[src/rtl/ad_envelope.sv]
// ad_envelope -- attack/decay envelope generator with built-in VCA.
//
// A rising edge of sample_clk (seen in the clk domain) is a "tick". On each
// tick the block latches its sample inputs, updates the gate comparator,
// the envelope state machine and the end-of-cycle flag. The sample outputs
// are refreshed one clk later and then hold until the next tick.
//
// Ports:
//   clk          system clock, rising edge
//   rst_n        asynchronous active-low reset
//   sample_clk   sample strobe level (synchronous to clk)
//   sample_in0   gate / trigger CV (signed)
//   sample_in1   audio input to the VCA (signed)
//   sample_in2   attack-rate CV (signed, negative treated as 0)
//   sample_in3   decay-rate CV (signed, negative treated as 0)
//   jack         jack-insertion flags, bit 0 = in0 cable present
//   sample_out0  envelope level 0..32767
//   sample_out1  VCA output: (in1 * env) >>> 15
//   sample_out2  gate monitor (20000 / 0)
//   sample_out3  end-of-cycle pulse (20000 for one sample / 0)
module ad_envelope #(
    parameter int W          = 16,
    parameter int GATE_ON    = 4000,
    parameter int GATE_OFF   = 2000,
    parameter int RATE_SHIFT = 6
) (
    input  logic                clk,
    input  logic                rst_n,
    input  logic                sample_clk,
    input  logic signed [W-1:0] sample_in0,
    input  logic signed [W-1:0] sample_in1,
    input  logic signed [W-1:0] sample_in2,
    input  logic signed [W-1:0] sample_in3,
    input  logic [7:0]          jack,
    output logic signed [W-1:0] sample_out0,
    output logic signed [W-1:0] sample_out1,
    output logic signed [W-1:0] sample_out2,
    output logic signed [W-1:0] sample_out3
);

    typedef enum logic [1:0] {
        IDLE   = 2'd0,
        ATTACK = 2'd1,
        DECAY  = 2'd2
    } state_t;

    // Envelope arithmetic is two bits wider than a sample so that
    // env + rate can never wrap and env - rate keeps a sign bit.
    localparam int EW = W + 2;

    localparam logic signed [W-1:0]  GATE_ON_S  = W'(GATE_ON);
    localparam logic signed [W-1:0]  GATE_OFF_S = W'(GATE_OFF);
    localparam logic        [EW-1:0] ENV_MAX_X  = EW'(32767);
    localparam logic        [15:0]   ENV_MAX    = 16'd32767;
    localparam logic signed [W-1:0]  MON_HIGH   = W'(20000);

    logic                sample_clk_reg;
    logic                tick;
    logic                tick_reg;

    logic signed [W-1:0] in0_reg;
    logic signed [W-1:0] in1_reg;
    logic signed [W-1:0] in2_reg;
    logic signed [W-1:0] in3_reg;
    logic [7:0]          jack_reg;

    state_t              state_reg;
    state_t              state_next;
    logic [15:0]         env_reg;
    logic [15:0]         env_next;
    logic                gate_reg;
    logic                gate_next;
    logic                eoc_reg;
    logic                eoc_next;

    logic [W-1:0]        rate_a;
    logic [W-1:0]        rate_d;
    logic [EW-1:0]       env_sum;
    logic signed [EW-1:0] env_diff;
    logic                gate_rise;
    logic                decay_zero;

    logic signed [2*W-1:0] vca_prod;
    logic signed [2*W-1:0] vca_shift;
    logic                  unused_bits;

    assign tick = sample_clk & ~sample_clk_reg;

    // 1 + (max(cv,0) >> RATE_SHIFT): a zero rate would stall the envelope.
    function automatic logic [W-1:0] rate_of(input logic signed [W-1:0] cv);
        logic [W-1:0] mag;
        mag = cv[W-1] ? '0 : $unsigned(cv);
        return (mag >> RATE_SHIFT) + W'(1);
    endfunction

    assign rate_a     = rate_of(sample_in2);
    assign rate_d     = rate_of(sample_in3);
    assign env_sum    = EW'(env_reg) + EW'(rate_a);
    assign env_diff   = $signed(EW'(env_reg)) - $signed(EW'(rate_d));
    assign decay_zero = env_diff[EW-1] | (env_diff == '0);

    // Gate comparator with hysteresis; an unplugged in0 jack forces it low.
    always_comb begin
        gate_next = gate_reg;
        if (!jack[0]) begin
            gate_next = 1'b0;
        end else if (sample_in0 > GATE_ON_S) begin
            gate_next = 1'b1;
        end else if (sample_in0 < GATE_OFF_S) begin
            gate_next = 1'b0;
        end
    end

    assign gate_rise = gate_next & ~gate_reg;

    // Envelope next-state logic. Only applied on ticks.
    always_comb begin
        state_next = state_reg;
        env_next   = env_reg;
        eoc_next   = 1'b0;
        case (state_reg)
            IDLE: begin
                env_next = '0;
                if (gate_rise) begin
                    state_next = ATTACK;
                end
            end
            ATTACK: begin
                // Retriggers are ignored while still rising.
                if (env_sum >= ENV_MAX_X) begin
                    env_next   = ENV_MAX;
                    state_next = DECAY;
                end else begin
                    env_next = 16'(env_sum);
                end
            end
            DECAY: begin
                if (decay_zero) begin
                    env_next = '0;
                    if (gate_rise) begin
                        // Retrigger beats end-of-cycle: restart from zero.
                        state_next = ATTACK;
                    end else begin
                        state_next = IDLE;
                        eoc_next   = 1'b1;
                    end
                end else if (gate_rise) begin
                    // Retrigger: keep the level, attack resumes next tick.
                    state_next = ATTACK;
                end else begin
                    env_next = 16'(env_diff);
                end
            end
            default: begin
                state_next = IDLE;
                env_next   = '0;
            end
        endcase
    end

    always_ff @(posedge clk or negedge rst_n) begin
        if (!rst_n) begin
            sample_clk_reg <= 1'b0;
            tick_reg       <= 1'b0;
            in0_reg        <= '0;
            in1_reg        <= '0;
            in2_reg        <= '0;
            in3_reg        <= '0;
            jack_reg       <= '0;
            state_reg      <= IDLE;
            env_reg        <= '0;
            gate_reg       <= 1'b0;
            eoc_reg        <= 1'b0;
        end else begin
            sample_clk_reg <= sample_clk;
            tick_reg       <= tick;
            if (tick) begin
                in0_reg   <= sample_in0;
                in1_reg   <= sample_in1;
                in2_reg   <= sample_in2;
                in3_reg   <= sample_in3;
                jack_reg  <= jack;
                state_reg <= state_next;
                env_reg   <= env_next;
                gate_reg  <= gate_next;
                eoc_reg   <= eoc_next;
            end
        end
    end

    // VCA: full signed 2W-bit product, arithmetic shift, keep low W bits.
    assign vca_prod  = $signed({{W{in1_reg[W-1]}}, in1_reg}) * $signed((2 * W)'(env_reg));
    assign vca_shift = vca_prod >>> 15;

    // Latched copies that no downstream logic consumes are kept for
    // observability only.
    assign unused_bits = ^{in0_reg, in2_reg, in3_reg, jack_reg, vca_shift[2*W-1:W]};

    always_ff @(posedge clk or negedge rst_n) begin
        if (!rst_n) begin
            sample_out0 <= '0;
            sample_out1 <= '0;
            sample_out2 <= '0;
            sample_out3 <= '0;
        end else if (tick_reg) begin
            sample_out0 <= W'(env_reg);
            sample_out1 <= vca_shift[W-1:0];
            sample_out2 <= gate_reg ? MON_HIGH : '0;
            sample_out3 <= eoc_reg ? MON_HIGH : '0;
        end
    end

endmodule

[config.mk]
export PLATFORM = sky130hd
export DESIGN_NAME = ad_envelope
export DESIGN_NICKNAME = d
export VERILOG_FILES = /design/src/rtl/ad_envelope.sv
export SDC_FILE = /design/constraint.sdc
export NUM_CORES = 1
export LEC_CHECK = 0
export BUFFER_PORTS_ARGS = -buffer_cell sky130_fd_sc_hd__buf_4
export CAP_MARGIN = 15
export CORE_MARGIN = 5
export CORE_UTILIZATION = 51
export DETAILED_ROUTE_END_ITERATION = 10
export PLACE_DENSITY = 0.71
export SYNTH_ARGS = -nofsm -noshare
export SYNTH_HDL_FRONTEND = slang
export SYNTH_SLANG_ARGS = --single-unit
export TNS_END_PERCENT = 1
[constraint.sdc]
create_clock -name clk -period 7.5 [get_ports clk]
set_input_delay 0 -clock clk [delete_from_list [all_inputs] [get_ports clk]]
set_output_delay 0 -clock clk [all_outputs]
set_load 0.03 [all_outputs]
# ---- Word level (Yosys, flattened, before mapping)
# Index checks and enable logic that the tools add are counted.
# W data, S select, Z words.
dict set report totals {
  regBits 102
  latchBits 0
  ram_bits 0
  romBits 0
  input_bits 75
  out_inout_bits 64
  word_cells 51
  n_memories 0
}
dict set report classes {
  addsub 4
  mul 1
  div 0
  magnitude_cmp 3
  n_eq_ne 4
  shifts 0
  mux 19
  n_bitwise 5
  n_reduce_logical 4
}
# operator count
set op_table {}
lappend op_table {{$mux W15} 4}
lappend op_table {{$mux W16} 3}
lappend op_table {{$pmux W16 S2} 1}
lappend op_table {{$mul A16 B17 Y31} 1}
lappend op_table {{$add A9 B1 Y10 const B} 2}
lappend op_table {{$logic_not A18 Y1} 1}
lappend op_table {{$add A16 B10 Y17} 1}
lappend op_table {{$ge A17 B15 Y1 const B} 1}
lappend op_table {{$sub A16 B10 Y17} 1}
lappend op_table {{$gt A16 B13 Y1 const B} 1}
lappend op_table {{$lt A16 B12 Y1 const B} 1}
lappend op_table {{$mux W1} 7}
lappend op_table {{$mux W2} 3}
lappend op_table {{$pmux W2 S3} 1}
lappend op_table {{$reduce_and A2 Y1} 2}
lappend op_table {{$ne A3 B3 Y1 const B} 1}
lappend op_table {{$and A1 B1 Y1} 2}
lappend op_table {{$eq A2 B1 Y1 const B} 1}
lappend op_table {{$eq A2 B2 Y1 const B} 1}
lappend op_table {{$logic_not A2 Y1} 1}
lappend op_table {{$ne A2 B2 Y1 const B} 1}
lappend op_table {{$not A1 Y1} 2}
lappend op_table {{$or A1 B1 Y1} 1}

# ---- Depth between registers and ports, before layout
dict set report logic_depth {
  word_depth 8
  ltp_mapped 25
  depth_no_buf 22
}

# ---- Worst setup path after synthesis
# Ideal clock, no wire load.
dict set report synth_path {
  path_kind {register -> register}
  startpoint {register env_reg[9]}
  endpoint {register sample_out1[15]}
  setup_ps 125
  t_arrival_ps 6644
  t_required_ps 7375
  setup_slack_ps 731
  stages_incl_launch_ff 24
  n_path_buf 3
  period_less_slack_ps 6769
  cell_sequence {dfrtp_1 -> clkbuf_1 -> clkbuf_1 -> clkbuf_1 -> nand2_1 -> fa_1 -> fa_1 -> fa_1 -> fa_1 -> inv_1 -> fa_1 -> inv_1 -> fa_1 -> inv_1 -> ha_1 -> o21ai_0 -> a21oi_1 -> nand2_1 -> o31ai_1 -> a2111oi_0 -> o31ai_1 -> a21oi_1 -> xnor2_1 -> mux2_2}
}
dict set report synth_via {
  elab_chain_cells 1
}
# element line
set synth_rtl {}
lappend synth_rtl {{start: declaration} 69} ;# logic [15:0] env_reg;
lappend synth_rtl {{start signal: assignment} 184} ;# env_reg <= env_next;
lappend synth_rtl {{$mul A16 B17 Y31} 192} ;# assign vca_prod = $signed({{W{in1_reg[W-1]}}, in1_reg}) * $signed((2 * W)'(env_reg));
lappend synth_rtl {{end signal: assignment} 207} ;# sample_out1 <= vca_shift[W-1:0];
lappend synth_rtl {{end: declaration} 36} ;# output logic signed [W-1:0] sample_out1,
# Every way passes these cells.
# A chain may end at the register's enable or synchronous reset.

# ---- Worst setup path in the final report
dict set report layout_path {
  startpoint {register env_reg[8]}
  endpoint {register sample_out1[15]}
}
# Same word-level chain as after synthesis.

==> flow_summary.yaml <==
synthesis:
  synth_top_area_frac: 0.302
  avgSynthCellArea_um2: 8.88
  ys_warn_count: 0
  synthArstFlopShare: 1.00
  syn-cell-area_mm2: 0.0129
  ys_types: 64
  synth_top_area_cell: "fa_1"
  syn_inst: 1455
  synth_area_leaders: "fa_1 30%, dfrtp_1 14%, ha_1 13%"
  synthFlopType: "dfrtp_1"
  synth_edf_count: 0
  yosysSeqAreaShare: 0.139
  synth_seq_cells: 72
cts:
  cts_tree: "yes"
  cts_max_path_buffers: 2
  cts.sinks: 72
  clk_latency_ps: 350
  post_cts_buffers: 0
  htreeDepth: 3
  clock-root-buffer: "clkbuf_16"
  cts.clk_slew.worst_paths_ps: 70
  cts_buffers: 9
  ctsResizeCount: 0
floorplanning:
  ios: 139
  die_width_um: 169
  core_region_area_mm2: 0.0250
  initial_core_util: 0.516
  num_rows: 58
  fp.dieH_um: 169
  dieArea_mm2: 0.0286
placed_design:
  post-place-cells: 1840
  io_buffers: 97
  routabilityCongestion: 0.914
  hpwl_um: 25000
sta:
  setup_viol: 0
  finalHoldViolCount: 0
  skew_ps: 7.09
  worstMarginPinSlew_ps: 849
  slew_viol_final: 0
  whs_ps: 82.7
  final.min_clock_period_ps: 6830
  final.setup.tns_ps: 0
  rsz0062_at_grt: "false"
  fmax_mhz: 146
  maxSlewHeadroom: 0.434
  fin_crit_sh: 0.911
pwr:
  p_leak_nw: 7.53
  powerDensity_mw_per_mm2: 344
  ir_drop_v: 0.000210
global_routing:
  grt_pass1_vias: 10500
  grt_start_max_net_pins: 52
  grt-ovfl-total: 0
  track_usage: 0.227
  grt_pass1_wl_um: 52600
  antenna_found_initial: 0
final_layout:
  multi_input_area_mm2: 0.00974
  fin_nets: 1940
  n_antenna_cell: 0
  final_util: 0.574
  drive_gt1_frac: 0.117
  area.sequential_mm2: 0.00180
  fin_cells: 1875
  area_delta_synth_final_pct: 11.2
  nFillCells: 2273
routing:
  dr.pass1.iters: 6
  wl_um: 31500
  wl_per_cell_um: 16.8
  ant_nets: 0
  vias: 10100
  viasPerCell: 5.38
  drc: 0
  drtIter0Drc: 704
critical_path:
  worstPathCellList: "nand2_1 -> fa_1 -> fa_1 -> fa_1 -> fa_1 -> inv_1 -> fa_1 -> inv_1 -> fa_1 -> inv_1 -> ha_1 -> o21ai_0 -> a21oi_1 -> a41oi_1 -> o31ai_1 -> buf_4 -> a2111oi_0 -> buf_4 -> o31ai_1 -> a21oi_1 -> xnor2_1 -> mux2_2"
  required_ps: 7740
  cp_top_family: "adder cells"
  startpoint: "env_reg[8]"
  rrSetupSlack_ps: 670
  cp.buffers_inverters: 5
  critPathKind: "reg -> reg"
  cp_slowest_cell: "dfrtp_1"
  start_kind: "register"
  r2r_end: "sample_out1[15]"
  cp_data_arrival_time_ps: 7060
  regToRegStartpoint: "env_reg[8]"
  cp_common_cell: "fa_1"
  cpPeakStageDelay_ps: 890
  cp_max_fo: 17
  cp-end-kind: "register"
  reg2reg_depth: 22
run:
  max_cap_viol_count: 0
hold_path:
  hold_path.class: "in -> async"
run_status:
  run_status: "finished clean"
[cell type report]
| type | instances | area share |
|---|---|---|
| sequential | 72 | 0.125 |
| clock buffer | 9 | 0.0157 |
| tap | 330 | 0.0287 |
| clock inverter | 7 | 0.00453 |
| inverter | 268 | 0.0700 |
| multi-input combinational | 1046 | 0.678 |
| timing repair buffer | 143 | 0.0778 |
[power breakdown]
group,leakage (nW),internal [W],switching (W)
Clock,0.132,0.000231,0.000202
Combinational,6.46,0.00159,0.00215
Sequential,0.935,0.000513,0.000256
Total,7.53,0.00233,0.00261
[routing by layer]
metal  share of wire  vias to the layer above  track usage
li1                -                     4679            -
met1            0.42                     5082        0.300
met2            0.51                      279        0.393
met3           0.046                       43       0.0261
met4           0.025                        0       0.0707
met5               0                        -            0
[Yosys cell counts, types with 18 or more instances]
cell type,count
a21oi_1,26
and2_1,119
buf_4,30
clkbuf_1,55
dfrtp_1,72
fa_1,195
ha_1,130
inv_1,268
mux2_2,32
nand2_1,203
nand2b_1,28
nor2_1,39
nor2b_1,18
o21ai_0,37
xnor2_1,24
[kinds of logic (layout without fill, tap and decap cells)]
group                    after synthesis  after routing  share of synthesized area
multiplexers                          33             33                     0.0287
other                                  1             22                   0.000290
AND/OR/NAND/NOR                      471            471                      0.181
flip-flops                            72             72                      0.139
buffers and inverters                358            427                      0.113
XOR/XNOR                              35             35                     0.0237
adder cells (fa/ha/maj)              325            325                      0.428
AO/OA/AOI/OAI                        160            160                     0.0864
[repair_timing]
action,in CTS,in global routing
endpoints found under the hold margin,38,0
setup endpoints to repair,0,0
hold buffers,18,0
[how the worst max path moves through the flow]
stage	to	cells past startpoint	slack [ps]
floorplan	sample_out1[15]	23	730
global placement	sample_out1[15]	22	780
detailed placement	sample_out1[15]	22	700
CTS	sample_out1[15]	22	650
global route	sample_out1[15]	22	240
finish	sample_out1[15]	22	670
[per-stage QoR]
stage | worst slack [ps] | power (W) | area [um^2]
final | 671 | 0.00494 | 14400
after global routing | 237 | 0.00549 | 14400
after CTS | 651 | 0.00498 | 14400
after detailed placement | 701 | 0.00451 | 13900
after global placement | 778 | 0.00440 | 13900
after floorplan | 731 | 0.00351 | 13000
[layout by cell type, fill, tap and decap left out, types with 22 or more instances in the layout]
| cell | count |
|---|---|
| fa_1 | 195 |
| nand2_1 | 203 |
| and2_1 | 119 |
| dfrtp_1 | 72 |
| xnor2_1 | 24 |
| conb_1 | 22 |
| ha_1 | 130 |
| nand2b_1 | 28 |
| nor2_1 | 39 |
| o21ai_0 | 37 |
| buf_4 | 125 |
| inv_1 | 268 |
| a21oi_1 | 26 |
| mux2_2 | 32 |
Power figures use the tool's default switching activity.
